$ cat src/rtl/mem_access_stage.sv
// MEM stage of the 5-stage MIPS pipeline: PC redirect resolution, data-memory
// access over a req/ack handshake with timeout, and the registered MEM/WB fields.
module mem_access_stage #(
    parameter int ADDR_W  = 8,
    parameter int TIMEOUT = 16
) (
    input  logic              clk_MEM,
    input  logic              rst_n_MEM,
    input  logic [7:0]        resAdd1_MEM_IN,
    input  logic              zf_MEM_IN,
    input  logic [31:0]       resALU_MEM_IN,
    input  logic [31:0]       concatenador_MEM_IN,
    input  logic [31:0]       regData2_MEM_IN,
    input  logic [4:0]        mux2Output_MEM_IN,
    input  logic [1:0]        WB_MEM_IN,
    input  logic              branch_MEM_IN,
    input  logic              MemRead_MEM_IN,
    input  logic              MemWrite_MEM_IN,
    input  logic              jump_MEM_IN,
    output logic              dmem_req,
    output logic              dmem_we,
    output logic [ADDR_W-1:0] dmem_addr,
    output logic [31:0]       dmem_wdata,
    input  logic              dmem_ack,
    input  logic [31:0]       dmem_rdata,
    output logic              stall_MEM,
    output logic [1:0]        pcSrc_MEM,
    output logic [31:0]       pcTarget_MEM,
    output logic [1:0]        WB_MEM,
    output logic [31:0]       readData_MEM,
    output logic [31:0]       resALU_MEM,
    output logic [4:0]        mux2Output_MEM,
    output logic              err_MEM
);

    localparam int CNT_W = $clog2(TIMEOUT);

    typedef enum logic {S_IDLE, S_WAIT} state_t;

    state_t             r_state, w_next;
    logic [CNT_W-1:0]   r_cnt;
    logic               r_req, r_we;
    logic [ADDR_W-1:0]  r_addr;
    logic [31:0]        r_wdata;
    logic               r_err;
    logic [1:0]         r_wb;
    logic [31:0]        r_rdata, r_res;
    logic [4:0]         r_rd;

    logic               w_acc, w_aligned;
    logic               w_start, w_done, w_abort, w_misal;
    logic [1:0]         w_wb;
    logic [31:0]        w_rdata, w_res;
    logic [4:0]         w_rd;

    assign w_acc     = MemRead_MEM_IN | MemWrite_MEM_IN;
    assign w_aligned = (resALU_MEM_IN[1:0] == 2'b00);

    always_comb begin
        w_next       = r_state;
        stall_MEM    = 1'b0;
        pcSrc_MEM    = 2'b00;
        pcTarget_MEM = '0;
        w_start      = 1'b0;
        w_done       = 1'b0;
        w_abort      = 1'b0;
        w_misal      = 1'b0;
        w_wb         = 2'b00;
        w_res        = '0;
        w_rd         = '0;
        w_rdata      = '0;
        case (r_state)
            S_IDLE: begin
                if (jump_MEM_IN) begin
                    pcSrc_MEM    = 2'b10;
                    pcTarget_MEM = concatenador_MEM_IN;
                end else if (branch_MEM_IN && zf_MEM_IN) begin
                    pcSrc_MEM    = 2'b01;
                    pcTarget_MEM = {24'b0, resAdd1_MEM_IN};
                end
                if (w_acc && w_aligned) begin
                    w_start   = 1'b1;
                    stall_MEM = 1'b1;
                    w_next    = S_WAIT;
                end else if (w_acc) begin
                    // misaligned: pass the instruction through but suppress write-back
                    w_misal = 1'b1;
                    w_res   = resALU_MEM_IN;
                    w_rd    = mux2Output_MEM_IN;
                end else begin
                    w_wb  = WB_MEM_IN;
                    w_res = resALU_MEM_IN;
                    w_rd  = mux2Output_MEM_IN;
                end
            end
            S_WAIT: begin
                // ack wins over a coincident timeout
                if (dmem_ack) begin
                    w_next  = S_IDLE;
                    w_done  = 1'b1;
                    w_wb    = WB_MEM_IN;
                    w_res   = resALU_MEM_IN;
                    w_rd    = mux2Output_MEM_IN;
                    w_rdata = r_we ? 32'h0 : dmem_rdata;
                end else if (r_cnt == CNT_W'(TIMEOUT - 1)) begin
                    w_next  = S_IDLE;
                    w_abort = 1'b1;
                    w_res   = resALU_MEM_IN;
                    w_rd    = mux2Output_MEM_IN;
                end else begin
                    stall_MEM = 1'b1;
                end
            end
            default: w_next = S_IDLE;
        endcase
    end

    always_ff @(posedge clk_MEM or negedge rst_n_MEM) begin
        if (!rst_n_MEM) begin
            r_state <= S_IDLE;
            r_cnt   <= '0;
        end else begin
            r_state <= w_next;
            if (w_start)
                r_cnt <= '0;
            else if (r_state == S_WAIT)
                r_cnt <= r_cnt + 1'b1;
        end
    end

    // Request fields stay frozen for the whole WAIT period
    always_ff @(posedge clk_MEM or negedge rst_n_MEM) begin
        if (!rst_n_MEM) begin
            r_req   <= 1'b0;
            r_we    <= 1'b0;
            r_addr  <= '0;
            r_wdata <= '0;
        end else if (w_start) begin
            r_req   <= 1'b1;
            r_we    <= MemWrite_MEM_IN;
            r_addr  <= resALU_MEM_IN[ADDR_W+1:2];
            r_wdata <= regData2_MEM_IN;
        end else if (w_done || w_abort) begin
            r_req   <= 1'b0;
        end
    end

    always_ff @(posedge clk_MEM or negedge rst_n_MEM) begin
        if (!rst_n_MEM)
            r_err <= 1'b0;
        else if ((w_start && MemRead_MEM_IN && MemWrite_MEM_IN) || w_misal || w_abort)
            r_err <= 1'b1;
    end

    always_ff @(posedge clk_MEM or negedge rst_n_MEM) begin
        if (!rst_n_MEM) begin
            r_wb    <= 2'b00;
            r_rdata <= '0;
            r_res   <= '0;
            r_rd    <= '0;
        end else begin
            r_wb    <= w_wb;
            r_rdata <= w_rdata;
            r_res   <= w_res;
            r_rd    <= w_rd;
        end
    end

    assign dmem_req       = r_req;
    assign dmem_we        = r_we;
    assign dmem_addr      = r_addr;
    assign dmem_wdata     = r_wdata;
    assign err_MEM        = r_err;
    assign WB_MEM         = r_wb;
    assign readData_MEM   = r_rdata;
    assign resALU_MEM     = r_res;
    assign mux2Output_MEM = r_rd;

endmodule

$ cat config.mk
export PLATFORM = sky130hd
export DESIGN_NAME = mem_access_stage
export DESIGN_NICKNAME = d
export VERILOG_FILES = /design/src/rtl/mem_access_stage.sv
export SDC_FILE = /design/constraint.sdc
export NUM_CORES = 1
export LEC_CHECK = 0
export CAP_MARGIN = 20
export CORE_ASPECT_RATIO = 0.8
export CORE_MARGIN = 2
export CORE_UTILIZATION = 30
export CTS_BUF_LIST = sky130_fd_sc_hd__clkbuf_8
export DETAILED_ROUTE_END_ITERATION = 16
export HOLD_SLACK_MARGIN = 0.03
export PLACE_DENSITY = 0.69
export SYNTH_ARGS = -nofsm -noshare
export SYNTH_HDL_FRONTEND = slang
export SYNTH_SLANG_ARGS = --single-unit
$ cat constraint.sdc
create_clock -name clk_MEM -period 1.8 [get_ports clk_MEM]
set_clock_uncertainty 0.2 [all_clocks]
set_input_delay 0.18 -clock clk_MEM [delete_from_list [all_inputs] [get_ports clk_MEM]]
set_output_delay 0.18 -clock clk_MEM [all_outputs]
set_load 0.05 [all_outputs]
## Word-level counts from Yosys, hierarchy flattened

Cells that the tools add are included.

| storage, ports and cells | value |
|---|---|
| register bits after elaboration | 119 |
| bits of input ports | 151 |

| operators by class | value |
|---|---|
| $add $sub $neg | 1 |
| equality and inequality tests | 1 |
| mux-type cells | 38 |
| bitwise operators | 2 |
| reductions and logical operators | 10 |

Operators by type and width:

| kind | number |
|---|---|
| $mux W32 | 8 |
| $pmux W32 S2 | 1 |
| $mux W1 | 15 |
| $mux W5 | 3 |
| $mux W2 | 5 |
| $pmux W5 S2 | 1 |
| $mux W4 | 2 |
| $mux W8 | 1 |
| $add A4 B1 Y4 const B | 1 |
| $eq A4 B4 Y1 const B | 1 |
| $logic_and A1 B1 Y1 | 4 |
| $pmux W2 S2 | 1 |
| $reduce_bool A2 Y1 | 2 |
| $logic_or A1 B1 Y1 | 3 |
| $logic_not A2 Y1 | 1 |
| $pmux W1 S2 | 1 |
| $not A1 Y1 | 1 |
| $or A1 B1 Y1 | 1 |

## Longest topological paths before layout

| logic depth | value |
|---|---|
| depth in word-level cells | 8 |
| mapped depth | 5 |
| gate-level depth less buffers | 4 |

## Least setup slack after synthesis

Ideal clock, no wire load.

| timing | value |
|---|---|
| path type | register to output |
| start | register r_state |
| end | output port pcTarget_MEM[0] |
| arrival time | 1.991 ns |
| required time | 1.420 ns |
| slack | -0.571 ns |
| stages on the path, launching flop included | 4 |
| path buffers | 1 |
| cell sequence | dfrtp_1 -> buf_2 -> nor3_2 -> a22o_1 |

| on the way | value |
|---|---|
| cells in the longest elaborated chain, start to end | 1 |

Ends and longest elaborated chain:

| what | RTL line | source |
|---|---|---|
| from (decl) | 40 | `state_t r_state, w_next;` |
| from (signal assigned) | 123 | `r_state <= w_next;` |
| $mux W32 | 72 | `case (r_state)` |
| to (decl) | 28 | `output logic [31:0] pcTarget_MEM,` |

No other way between the ends.

## Final worst setup path

| timing | value |
|---|---|
| start | register r_state |
| end | output port pcTarget_MEM[4] |

Same word-level chain as after synthesis.

==> results.cfg <==
[placement]
routabilityCongestion = 0.802
io_buffers = 299
place_hpwl_um = 10700
placed_area_mm2 = 0.00808

[clock_tree]
cts_buffers = 17
clk_path_buf_depth = 2
clock-sinks = 119
clkLatencyLatePin_ps = 430
root_buffer = clkbuf_8
clk_pin_slew_ps = 80
cts-htree-levels = 4
cts_tree = done

[grt]
grt_pass1_wl_um = 21600
grt_util_met2 = 0.318
grtUsageMet1 = 0.186
grt_most_used_layer = met2
grt_max_degree = 48
grt_pass1_vias = 4021
grt_util_all_layers = 0.176
met3_usage = 0.0754
overflow = 0
antenna_found_initial = 0

[power]
vdd_drop_max_mv = 0.405
power-per-cell-area_mw_per_mm2 = 1050
total_power_mw = 9.22
p_leak_nw = 4.13

[worst_setup_path]
max_stage_delay_ps = 360
crit_slowest_cell = dfrtp_1
crit_top_cell = buf_12
crit_path_end_kind = output pin
path_buf_inv = 4
cp_top_family = buffers and inverters
cp.arrival_ps = 1680
start_kind = flip-flop
cp_cell_sequence = buf_6 -> nor2b_4 -> clkbuf_16 -> buf_12 -> a22o_4 -> buf_12
crit_required_ps = 1420
r2r_slack_ps = 120
crit_type = reg2out
critical_path.max_fanout = 8

[synthesis]
netlist_instances = 309
ys_seq_area_frac = 0.648
yosys_warnings = 0
syn_area_mm2 = 0.00460
ys_seq_elements = 119
synthDistinctLibCells = 28
syn_nets = 461
syn_avg_cell_area_um2 = 14.9

[timing]
min_period_over_period = 1.15
setup_tns_ps = -8220
maxSlewHeadroom = 0.381
final_max_slew_viol_count = 0
worst_slew_pin_slew_ps = 929
min_period_ps = 2060
layout_setup_ws_ps = -264
setup_viol = 35
rsz0062_at_grt = yes
hold_viol = 0
fmax_mhz = 484

[floorplanning]
start_util = 0.306
dieHeight_um = 115
rows = 40
dieArea_mm2 = 0.0163
core-area_mm2 = 0.0150
io-pin-count = 300
die_w_um = 142

[route]
wire_per_inst_um = 17.0
drt-pass1-iter-count = 4
drc = 0
num_vias = 3642
viasPerCell = 4.29
drt_iter0_markers = 125
route.antenna.remaining_nets = 0
drt_wl_total_um = 14400

[final_layout]
post-route-cell-area_mm2 = 0.00875
antenna_cells = 0
nNetsFinal = 798
syn_to_final_growth_pct = 90.3
final_common_cell = clkdlybuf4s50_1
mostFrequentLayoutCells = 149 x clkdlybuf4s50_1, 132 x buf_4, 119 x dfrtp_1
final_layout_size_suffix_gt1_frac = 0.449

[outcome]
violations = setup timing
run_status = complete, but fails checks

[job]
timing.max_cap.violations = 0

[worst_hold_path]
worstHoldPathType = in2reg
[sequential cells by signal (all words and copies together), names as in the netlist]
name	count
dmem_wdata	32
r_state	1
r_cnt	4
err_MEM	1
WB_MEM	2
resALU_MEM	32
dmem_we	1
mux2Output_MEM	5
dmem_req	1
readData_MEM	32
dmem_addr	8
[per-layer routing]
metal | vias up | share of wire
met1 | 1749 | 0.37
met5 | - | 0
met4 | 0 | 0.013
met3 | 17 | 0.091
li1 | 1693 | -
met2 | 183 | 0.52
[final timing paths]
path	end	from	cells past startpoint
min in group asynchronous	resALU_MEM[7]$_DFF_PN0_	rst_n_MEM	3
max in group asynchronous	dmem_wdata[10]$_DFFE_PN0P_	rst_n_MEM	3
min	resALU_MEM[15]$_DFF_PN0_	resALU_MEM_IN[15]	2
max	pcTarget_MEM[4]	r_state$_DFF_PN0_	6
min reg2reg	err_MEM$_DFFE_PN0P_	err_MEM$_DFFE_PN0P_	1
max reg2reg	resALU_MEM[21]$_DFF_PN0_	r_state$_DFF_PN0_	6
[where the power goes]
group | internal, mW | leakage (nW) | switching [mW]
registers | 3.03 | 1.49 | 0.227
clock network | 1.27 | 0.196 | 1.15
logic | 1.53 | 2.44 | 2.00
total | 5.84 | 4.13 | 3.38
[area by class of cell]
class	instances	area, um2
Tap cell	189	236
Multi-Input combinational cell	173	1660
Clock inverter	14	146
Inverter	2	7.51
Fill cell	1223	6260
Sequential cell	119	2980
Timing Repair Buffer	333	3480
Clock buffer	18	248
[cells in the mapped netlist]
cell type | count | area share
a21o_1 | 1 | 0.0016
a21oi_1 | 2 | 0.0022
a221o_1 | 1 | 0.0022
a22o_1 | 11 | 0.021
a32oi_2 | 1 | 0.0035
and2_1 | 93 | 0.13
and3_1 | 2 | 0.0027
buf_12 | 4 | 0.017
buf_2 | 1 | 0.0011
buf_6 | 1 | 0.0024
clkbuf_1 | 6 | 0.0049
clkbuf_2 | 3 | 0.0033
dfrtp_1 | 119 | 0.65
ha_1 | 1 | 0.0027
inv_1 | 2 | 0.0016
mux2_2 | 3 | 0.0073
mux2_4 | 39 | 0.13
nand2_1 | 3 | 0.0024
nand3_1 | 2 | 0.0022
nor2_1 | 2 | 0.0016
nor2b_1 | 4 | 0.0054
nor3_1 | 1 | 0.0011
nor3_2 | 1 | 0.0022
nor3b_1 | 1 | 0.0016
o21ai_0 | 2 | 0.0022
or2_4 | 1 | 0.0019
xnor2_1 | 1 | 0.0019
xor2_1 | 1 | 0.0019
[stage by stage]
| stage | worst slack (ps) | instances | hold slack [ps] | util |
|---|---|---|---|---|
| final | -264 | 848 | 95.1 | 0.583 |
| after global routing | -347 | 848 | 53.0 | 0.583 |
| after CTS | -297 | 843 | 67.2 | 0.578 |
| after detailed placement | -186 | 800 | -40.5 | 0.538 |
| after global placement | -152 | 800 | -49.8 | 0.538 |
| after floorplan | -103 | 309 | -316 | - |
[cells by family (layout without fill, tap and decap cells)]
kind of cell             count (synthesis)  in the layout  share of synthesized area
adder cells (fa/ha/maj)                  1              1                    0.00272
flip-flops                             119            119                      0.648
buffers and inverters                   17            367                     0.0307
AO/OA/AOI/OAI                           18             18                     0.0327
multiplexers                            42             42                      0.135
AND/OR/NAND/NOR                        110            110                      0.148
XOR/XNOR                                 2              2                    0.00381
[worst reg2reg max path, cell delays in order (launching register included)]
cell     delay (ps)
dfrtp_1         390
buf_6           150
nor2b_2         170
a32oi_2         210
buf_4           160
buf_4           200
and2_1          160
[what timing repair did]
action | in CTS | in global routing
setup endpoints to repair | 35 | 72
cloned | 1 | 1
setup buffers | 7 | 5
hold buffers | 3 | 0
hold endpoints to repair | 119 | 0
pin swaps | 9 | 8
resized for setup | 33 | 9
No activity file was read; power rests on OpenSTA's default activity.
